[src/rtl/fetch_stage.sv]
// Instruction-fetch stage with IF/ID pipeline register for the MIPS datapath.
// Redirects from ID insert one bubble; a hazard-unit stall freezes all fetch state.
module fetch_stage #(
  parameter logic [31:0] RESET_PC = 32'h0000_0000
) (
  input  logic        clk,
  input  logic        rst,
  output logic [31:0] imem_addr,
  input  logic [31:0] imem_rdata,
  input  logic        stall,
  input  logic        branch_taken,
  input  logic [31:0] branch_target,
  input  logic        jump,
  input  logic [25:0] jump_index,
  output logic [31:0] ifid_instr,
  output logic [31:0] ifid_pc4,
  output logic        ifid_valid,
  output logic [31:0] fetch_count
);

  logic [31:0] pc_q, pc_d;
  logic [31:0] instr_q, instr_d;
  logic [31:0] pc4_q, pc4_d;
  logic        valid_q, valid_d;
  logic [31:0] count_q, count_d;

  logic        redirect;
  logic [31:0] target;
  logic [31:0] pcPlus4;

  // Control signals from ID only mean something while IF/ID holds a real instruction.
  assign redirect = valid_q & (jump | branch_taken);
  assign target   = jump ? {pc4_q[31:28], jump_index, 2'b00}
                         : {branch_target[31:2], 2'b00};
  assign pcPlus4  = pc_q + 32'd4;

  always_comb begin
    pc_d    = pc_q;
    instr_d = instr_q;
    pc4_d   = pc4_q;
    valid_d = valid_q;
    count_d = count_q;
    if (stall) begin
      // A redirect raised during the stall is re-asserted by the held instruction later.
      pc_d = pc_q;
    end else if (redirect) begin
      pc_d    = target;
      instr_d = 32'h0000_0000;
      pc4_d   = 32'h0000_0000;
      valid_d = 1'b0;
    end else begin
      pc_d    = pcPlus4;
      instr_d = imem_rdata;
      pc4_d   = pcPlus4;
      valid_d = 1'b1;
      count_d = count_q + 32'd1;
    end
  end

  always_ff @(posedge clk) begin
    if (rst) begin
      pc_q    <= RESET_PC;
      instr_q <= 32'h0000_0000;
      pc4_q   <= 32'h0000_0000;
      valid_q <= 1'b0;
      count_q <= 32'h0000_0000;
    end else begin
      pc_q    <= pc_d;
      instr_q <= instr_d;
      pc4_q   <= pc4_d;
      valid_q <= valid_d;
      count_q <= count_d;
    end
  end

  assign imem_addr   = pc_q;
  assign ifid_instr  = instr_q;
  assign ifid_pc4    = pc4_q;
  assign ifid_valid  = valid_q;
  assign fetch_count = count_q;

endmodule

[config.mk]
export PLATFORM = sky130hd
export DESIGN_NAME = fetch_stage
export DESIGN_NICKNAME = d
export VERILOG_FILES = /design/src/rtl/fetch_stage.sv
export SDC_FILE = /design/constraint.sdc
export NUM_CORES = 1
export LEC_CHECK = 0
export CORE_MARGIN = 5
export CORE_UTILIZATION = 45
export CTS_BUF_LIST = sky130_fd_sc_hd__clkbuf_8
export CTS_CLUSTER_DIAMETER = 80
export DETAILED_ROUTE_END_ITERATION = 10
export PLACE_DENSITY = 0.81
export SETUP_SLACK_MARGIN = 0.05
export SYNTH_ARGS = -nofsm -noshare
export SYNTH_HDL_FRONTEND = slang
export SYNTH_SLANG_ARGS = --single-unit
[constraint.sdc]
create_clock -name clk -period 2.8 [get_ports clk]
set_input_delay 0.56 -clock clk [delete_from_list [all_inputs] [get_ports clk]]
set_output_delay 0.56 -clock clk [all_outputs]
set_load 0.03 [all_outputs]
==> results of run 1 <==
==> flip-flops by register name (all words and copies together), names as in the netlist <==
name and count:
ifid_instr 32, ifid_pc4 31, imem_addr 30, ifid_valid 1
fetch_count 32
==> synth_stat cells (4+ instances only) <==
cell | count | share of area
o21ai_0 | 50 | 0.042
or3_1 | 13 | 0.014
clkbuf_1 | 37 | 0.023
buf_1 | 5 | 0.0031
o211ai_1 | 4 | 0.0050
a31oi_1 | 8 | 0.0084
a22o_1 | 34 | 0.050
buf_2 | 9 | 0.0075
a22oi_1 | 4 | 0.0050
a21oi_1 | 48 | 0.040
and4_1 | 6 | 0.0088
nand2_1 | 71 | 0.045
nand3_1 | 27 | 0.023
nor3_1 | 18 | 0.015
nor4_1 | 6 | 0.0063
and3_1 | 19 | 0.020
xor2_1 | 24 | 0.035
nand4_1 | 23 | 0.024
and2_1 | 10 | 0.010
inv_1 | 12 | 0.0075
nor2_1 | 54 | 0.034
dfxtp_1 | 126 | 0.42
mux2i_1 | 29 | 0.049
xnor2_1 | 12 | 0.018
==> cells in the final DEF (no fill, tap or decap), drive strengths merged, types with 3 or more instances in the layout <==
| cell | netlist | routed |
|---|---|---|
| a211o | 3 | 3 |
| a21oi | 48 | 48 |
| a22o | 34 | 34 |
| a22oi | 4 | 4 |
| a31oi | 8 | 8 |
| and2 | 10 | 10 |
| and3 | 20 | 20 |
| and4 | 7 | 7 |
| buf | 18 | 22 |
| bufinv | 0 | 3 |
| clkbuf | 38 | 18 |
| clkdlybuf4s50 | 0 | 216 |
| clkinv | 0 | 6 |
| clkinvlp | 0 | 5 |
| dfxtp | 126 | 126 |
| inv | 12 | 12 |
| mux2 | 3 | 3 |
| mux2i | 29 | 29 |
| nand2 | 71 | 71 |
| nand3 | 27 | 27 |
| nand4 | 24 | 24 |
| nor2 | 54 | 54 |
| nor3 | 18 | 18 |
| nor4 | 8 | 8 |
| o211ai | 4 | 4 |
| o21ai | 51 | 51 |
| o22ai | 3 | 3 |
| o32ai | 3 | 3 |
| or3 | 16 | 16 |
| or4 | 5 | 5 |
| xnor2 | 12 | 12 |
| xor2 | 24 | 24 |
==> area by class of cell <==
| type | instances | share of cell area |
|---|---|---|
| well taps | 176 | 0.0252 |
| multi-input cells | 515 | 0.367 |
| inverters | 12 | 0.00516 |
| clock buffers | 18 | 0.0284 |
| repair buffers | 238 | 0.266 |
| clock inverters | 14 | 0.0194 |
| flip-flops and latches | 126 | 0.289 |
==> cell families (layout without fill, tap and decap cells) <==
| group | count (synthesis) | after routing |
|---|---|---|
| simple gates | 266 | 266 |
| buf+inv | 68 | 282 |
| flops | 126 | 126 |
| mux | 32 | 32 |
| compound gates | 177 | 177 |
| fa+ha+maj | 2 | 2 |
| xor+xnor | 36 | 36 |
| other cells | 1 | 2 |
==> tightest hold or removal path: stages (launching register included) <==
cell	delay (ns)
dfxtp_1	0.33
nand2_1	0.05
o21ai_0	0.05
==> worst max path at each step <==
stage	start	end	slack (ns)
global placement	branch_taken	fetch_count[23]	0.14
global route	imem_addr[2]	imem_addr[28]	0.23
CTS	imem_addr[14]	imem_addr[14]	0.45
detailed placement	branch_taken	fetch_count[21]	0.11
finish	imem_addr[14]	imem_addr[14]	0.47
floorplan	imem_addr[2]	imem_addr[20]	0.61
==> per-layer routing <==
layer	track usage	share of wire
met5	0	0
met1	0.301	0.42
met3	0.0640	0.082
met4	0.0925	0.027
met2	0.383	0.47
==> per-stage QoR <==
step | cell area (um2) | total power [mW]
6_report | 8720 | 4.32
4_1_cts | 8720 | 4.34
3_5_place_dp | 8310 | 2.68
5_1_grt | 8720 | 4.46
2_1_floorplan | 5990 | 2.33
3_3_place_gp | 8310 | 2.67
==> power by group through the flow <==
stage | Combinational (mW) | Clock, mW | Sequential, mW
CTS | 0.711 | 1.70 | 1.93
global placement | 0.701 | 0 | 1.97
finish | 0.710 | 1.67 | 1.93
floorplan | 0.241 | 0 | 2.08
global route | 0.754 | 1.76 | 1.94
detailed placement | 0.708 | 0 | 1.97
==> results by group, run 1 <==
Yosys
  – Synth Area in Compound Gates: 0.191
  – Register area share after synthesis: 0.422
  – Cell count after synthesis: 708
  – Xor-xnor portion of the synthesized cell area: 0.0527
  – Yosys warning count: 0
  – Ys flop type: dfxtp_1
  – Post-Synth Simple-Gate Area: 0.228
  – Synth cell types: 60
  – Post-Synthesis Mean Instance Area: 8.45 um2
  – Adder-cell share of the synthesized area: 0.00418
  – Mux share of post-synthesis cell area: 0.0542
  – Async SR Flop Fraction: 0
  – FF+latch count, synth: 126
  – Mapped cell area: 0.00598 mm2
  – Number of synthesized flops with an enable pin: 0
  – Largest family of logic cells by synthesized area: simple AND/OR/NAND/NOR gates

Timing
  – RSZ-0062 raised after global routing: false
  – F_max: 0.429 GHz
  – Relative slew slack: 0.281
  – Final hold vios: 0
  – Final critical-path share of the clock period: 0.833
  – Total negative slack: 0 ns
  – Final WS setup: 0.469 ns
  – Hold Slack: 0.455 ns
  – Slew @ Worst Pin: 1.08 ns
  – Max-slew violation count: 0
  – Max Clock Skew: 0.00950 ns
  – Minimum clock period: 2.33 ns
  – Final setup viols: 0

Pwr
  – Clk network pwr share: 0.387
  – Comb pwr share: 0.165
  – Part of the power in registers: 0.448
  – Psw: 1.23 mW
  – Switching portion of total power: 0.284
  – Leak pwr: 3.19 nW
  – PD cells: 495 mW/mm2
  – Worst vdd ir: 0.000283 V
  – Internal Power: 3.09 mW

Final layout
  – Share of cells above drive strength 1: 0.0791
  – Area delta synth->final: 45.8%
  – FF+latch area: 0.00252 mm2
  – Non-filler cells, final: 1099
  – Post-Route Utilization: 0.664
  – Ant. Diodes: 0
  – Nets: 1007
  – Multi-input logic area: 0.00320 mm2
  – Fill count: 1091

Critical path
  – Critical Path Source Type: register
  – CP max-delay cell: clkdlybuf4s50_1
  – WP buf/inv: 1
  – Worst-path maximum fanout: 8
  – R2r endpoint: imem_addr[28]
  – Worst reg2reg startpoint: imem_addr[2]
  – Worst path depth: 1
  – Worst path cell trace: clkdlybuf4s50_1
  – Flop2flop setup slack: 0.52 ns
  – Max stage delay on crit path: 0.76 ns
  – Data required time of the worst path: 2.24 ns
  – Crit-path leading delay family: buffers and inverters
  – Critical Path AT: 1.77 ns
  – Worst R2R Path Depth: 6
  – CP Capture Type: output pin
  – Critical path type: register to output pin

CTS
  – Clk Latency, worst-skew pair: 0.45 ns
  – TritonCTS buffer count: 17
  – CTS root buf: clkbuf_8
  – Postcts setup bufs: 0
  – H-Tree Level Count: 4
  – Hold-fix buffers, CTS: 0
  – CTS tree: built
  – Bufs on Longest Clock Path: 2
  – CTS clk-pin slew, worst paths: 0.08 ns
  – Clk sinks: 126
  – Resized Gates After CTS: 0

GRT
  – Vias in the first global route: 5806
  – First-pass GRT wire length: 30500 um
  – Grt ovf: 0
  – Pin count of the biggest net entering global routing: 49
  – Initial antenna violation count: 0
  – Gr usage total: 0.236

Detailed routing
  – Detailed Routing Iterations Pass 1: 5
  – DRT iter0 DRCs: 569
  – Post-route ant nets: 0
  – DRC viols: 0
  – WL final: 19100 um
  – Vias: 6079
  – Wire length per cell: 17.4 um
  – Vias/cell: 5.53

Job
  – Max-Cap Viols: 0

Run status
  – Status: finished clean

Die
  – Die Area: 0.0157 mm2
  – Starting Density: 0.455
  – Die span in x: 125 um
  – Placeable Area: 0.0131 mm2
  – Die height: 125 um
  – Row count: 42
  – # IOs: 224

Placed design
  – Routability congestion estimate: 0.813
  – Placed insts: 1067
  – Final HPWL DP: 13900 um
  – IO buf count: 219
  – Dpl ws: 0.105 ns

Hold path
  – Hold path depth: 2
  – Worst hold endpoint: ifid_pc4[12]
  – Hold_sp: ifid_pc4[12]
  – Hold WC Path Type: register to register
Note: power is estimated with default switching activity, not from simulation.
==> inputs of run 2 (changes only) <==
==> constraint.sdc (replaced) <==
create_clock -name clk -period 2.4 [get_ports clk]
set_input_delay 0.48 -clock clk [delete_from_list [all_inputs] [get_ports clk]]
set_output_delay 0.48 -clock clk [all_outputs]
set_load 0.03 [all_outputs]
==> results by group, run 2 (same netlist as run 1, synthesis figures left out) <==
CTS
  – CTS tree: built
  – CTS root buf: clkbuf_8
  – Hold-fix buffers, CTS: 0
  – Resized Gates After CTS: 0
  – H-Tree Level Count: 4
  – CTS clk-pin slew, worst paths: 0.08 ns
  – Bufs on Longest Clock Path: 2
  – Clk Latency, worst-skew pair: 0.45 ns
  – Postcts setup bufs: 0
  – Clk sinks: 126
  – TritonCTS buffer count: 17

Timing
  – RSZ-0062 raised after global routing: false
  – Final WS setup: 0.155 ns
  – Slew @ Worst Pin: 0.708 ns
  – F_max: 0.445 GHz
  – Final critical-path share of the clock period: 0.936
  – Relative slew slack: 0.527
  – Hold Slack: 0.460 ns
  – Final setup viols: 0
  – Max Clock Skew: 0.00712 ns
  – Minimum clock period: 2.25 ns
  – Max-slew violation count: 0
  – Final hold vios: 0
  – Total negative slack: 0 ns

Critical path
  – Max stage delay on crit path: 0.77 ns
  – CP max-delay cell: clkdlybuf4s50_1
  – Data required time of the worst path: 1.92 ns
  – CP Capture Type: output pin
  – Critical path type: register to output pin
  – Worst path cell trace: clkdlybuf4s50_1
  – Crit-path leading delay family: buffers and inverters
  – WP buf/inv: 1
  – Critical Path AT: 1.77 ns
  – Worst-path maximum fanout: 8
  – Critical Path Source Type: register

Die
  – Row count: 42
  – Die span in x: 125 um
  – Starting Density: 0.455
  – Die height: 125 um
  – # IOs: 224
  – Die Area: 0.0157 mm2
  – Placeable Area: 0.0131 mm2

GRT
  – Pin count of the biggest net entering global routing: 49
  – First-pass GRT wire length: 29400 um
  – Initial antenna violation count: 2
  – Vias in the first global route: 5695
  – Grt ovf: 0
  – Gr usage total: 0.230

Job
  – Max-Cap Viols: 0

Detailed routing
  – Vias/cell: 5.52
  – Wire length per cell: 17.0 um
  – Vias: 6152
  – WL final: 19000 um
  – DRC viols: 0
  – Post-route ant nets: 0
  – Detailed Routing Iterations Pass 1: 5
  – DRT iter0 DRCs: 415

Final layout
  – Post-Route Utilization: 0.674
  – Share of cells above drive strength 1: 0.0928
  – Nets: 1021
  – Area delta synth->final: 48.0%
  – Non-filler cells, final: 1114
  – Most frequent cells in the layout: clkdlybuf4s50_1, dfxtp_1, nand2_1, nor2_1, o21ai_0
  – Commonest non-fill, non-tap cell in the layout: clkdlybuf4s50_1

Placed design
  – Routability congestion estimate: 0.830
  – Placed insts: 1081
  – Final HPWL DP: 13900 um
  – IO buf count: 219
  – Dpl ws: -0.213 ns

Run status
  – Status: finished clean

Pwr
  – Worst vdd ir: 0.000306 V
  – PD cells: 571 mW/mm2
  – Leak pwr: 3.28 nW

Hold path
  – Hold WC Path Type: register to register
-- run 2: cell count changes in the layout (fill, tap and decap cells not counted) --
cell | before | now
inv_6 | 0 | 1
clkinv_2 | 3 | 4
buf_4 | 19 | 31
diode_2 | 0 | 1
buf_12 | 0 | 2
clkinvlp_4 | 5 | 3
-- run 2: final cells by class --
cell class,instances,area (um2)
Tap cell,176,220
Sequential cell,126,2520
Clock inverter,14,168
Fill cell,1092,4280
Clock buffer,18,248
Timing Repair Buffer,252,2450
Multi-Input combinational cell,515,3200
Antenna cell,1,2.50
Inverter,12,45.0
-- run 2: power by group --
part,switching [mW],internal (mW)
Combinational,0.452,0.406
Sequential,0.0784,2.17
Clock,0.896,1.05
Total,1.43,3.63
-- run 2: worst paths after layout --
check / from / end / slack, ns / depth (start not counted)
max: imem_addr[14] / imem_addr[14] / 0.15 / 1
min: ifid_pc4[12] / ifid_pc4[12] / 0.46 / 2
max reg2reg: imem_addr[3] / ifid_pc4[26] / 0.32 / 6
min reg2reg: ifid_pc4[12] / ifid_pc4[12] / 0.46 / 2
-- run 2: metrics by stage --
stage	power (mW)	instance area, um2
floorplan	2.71	5990
global placement	3.14	8440
detailed placement	3.15	8440
CTS	5.08	8850
global route	5.24	8860
finish	5.05	8860
-- run 2: routing by layer --
metal | track usage | up-vias | wire (um)
li1 | - | 3001 | -
met1 | 0.289 | 2846 | 8010
met2 | 0.372 | 266 | 8950
met3 | 0.0627 | 37 | 1480
met4 | 0.103 | 2 | 527
met5 | 0 | - | 13
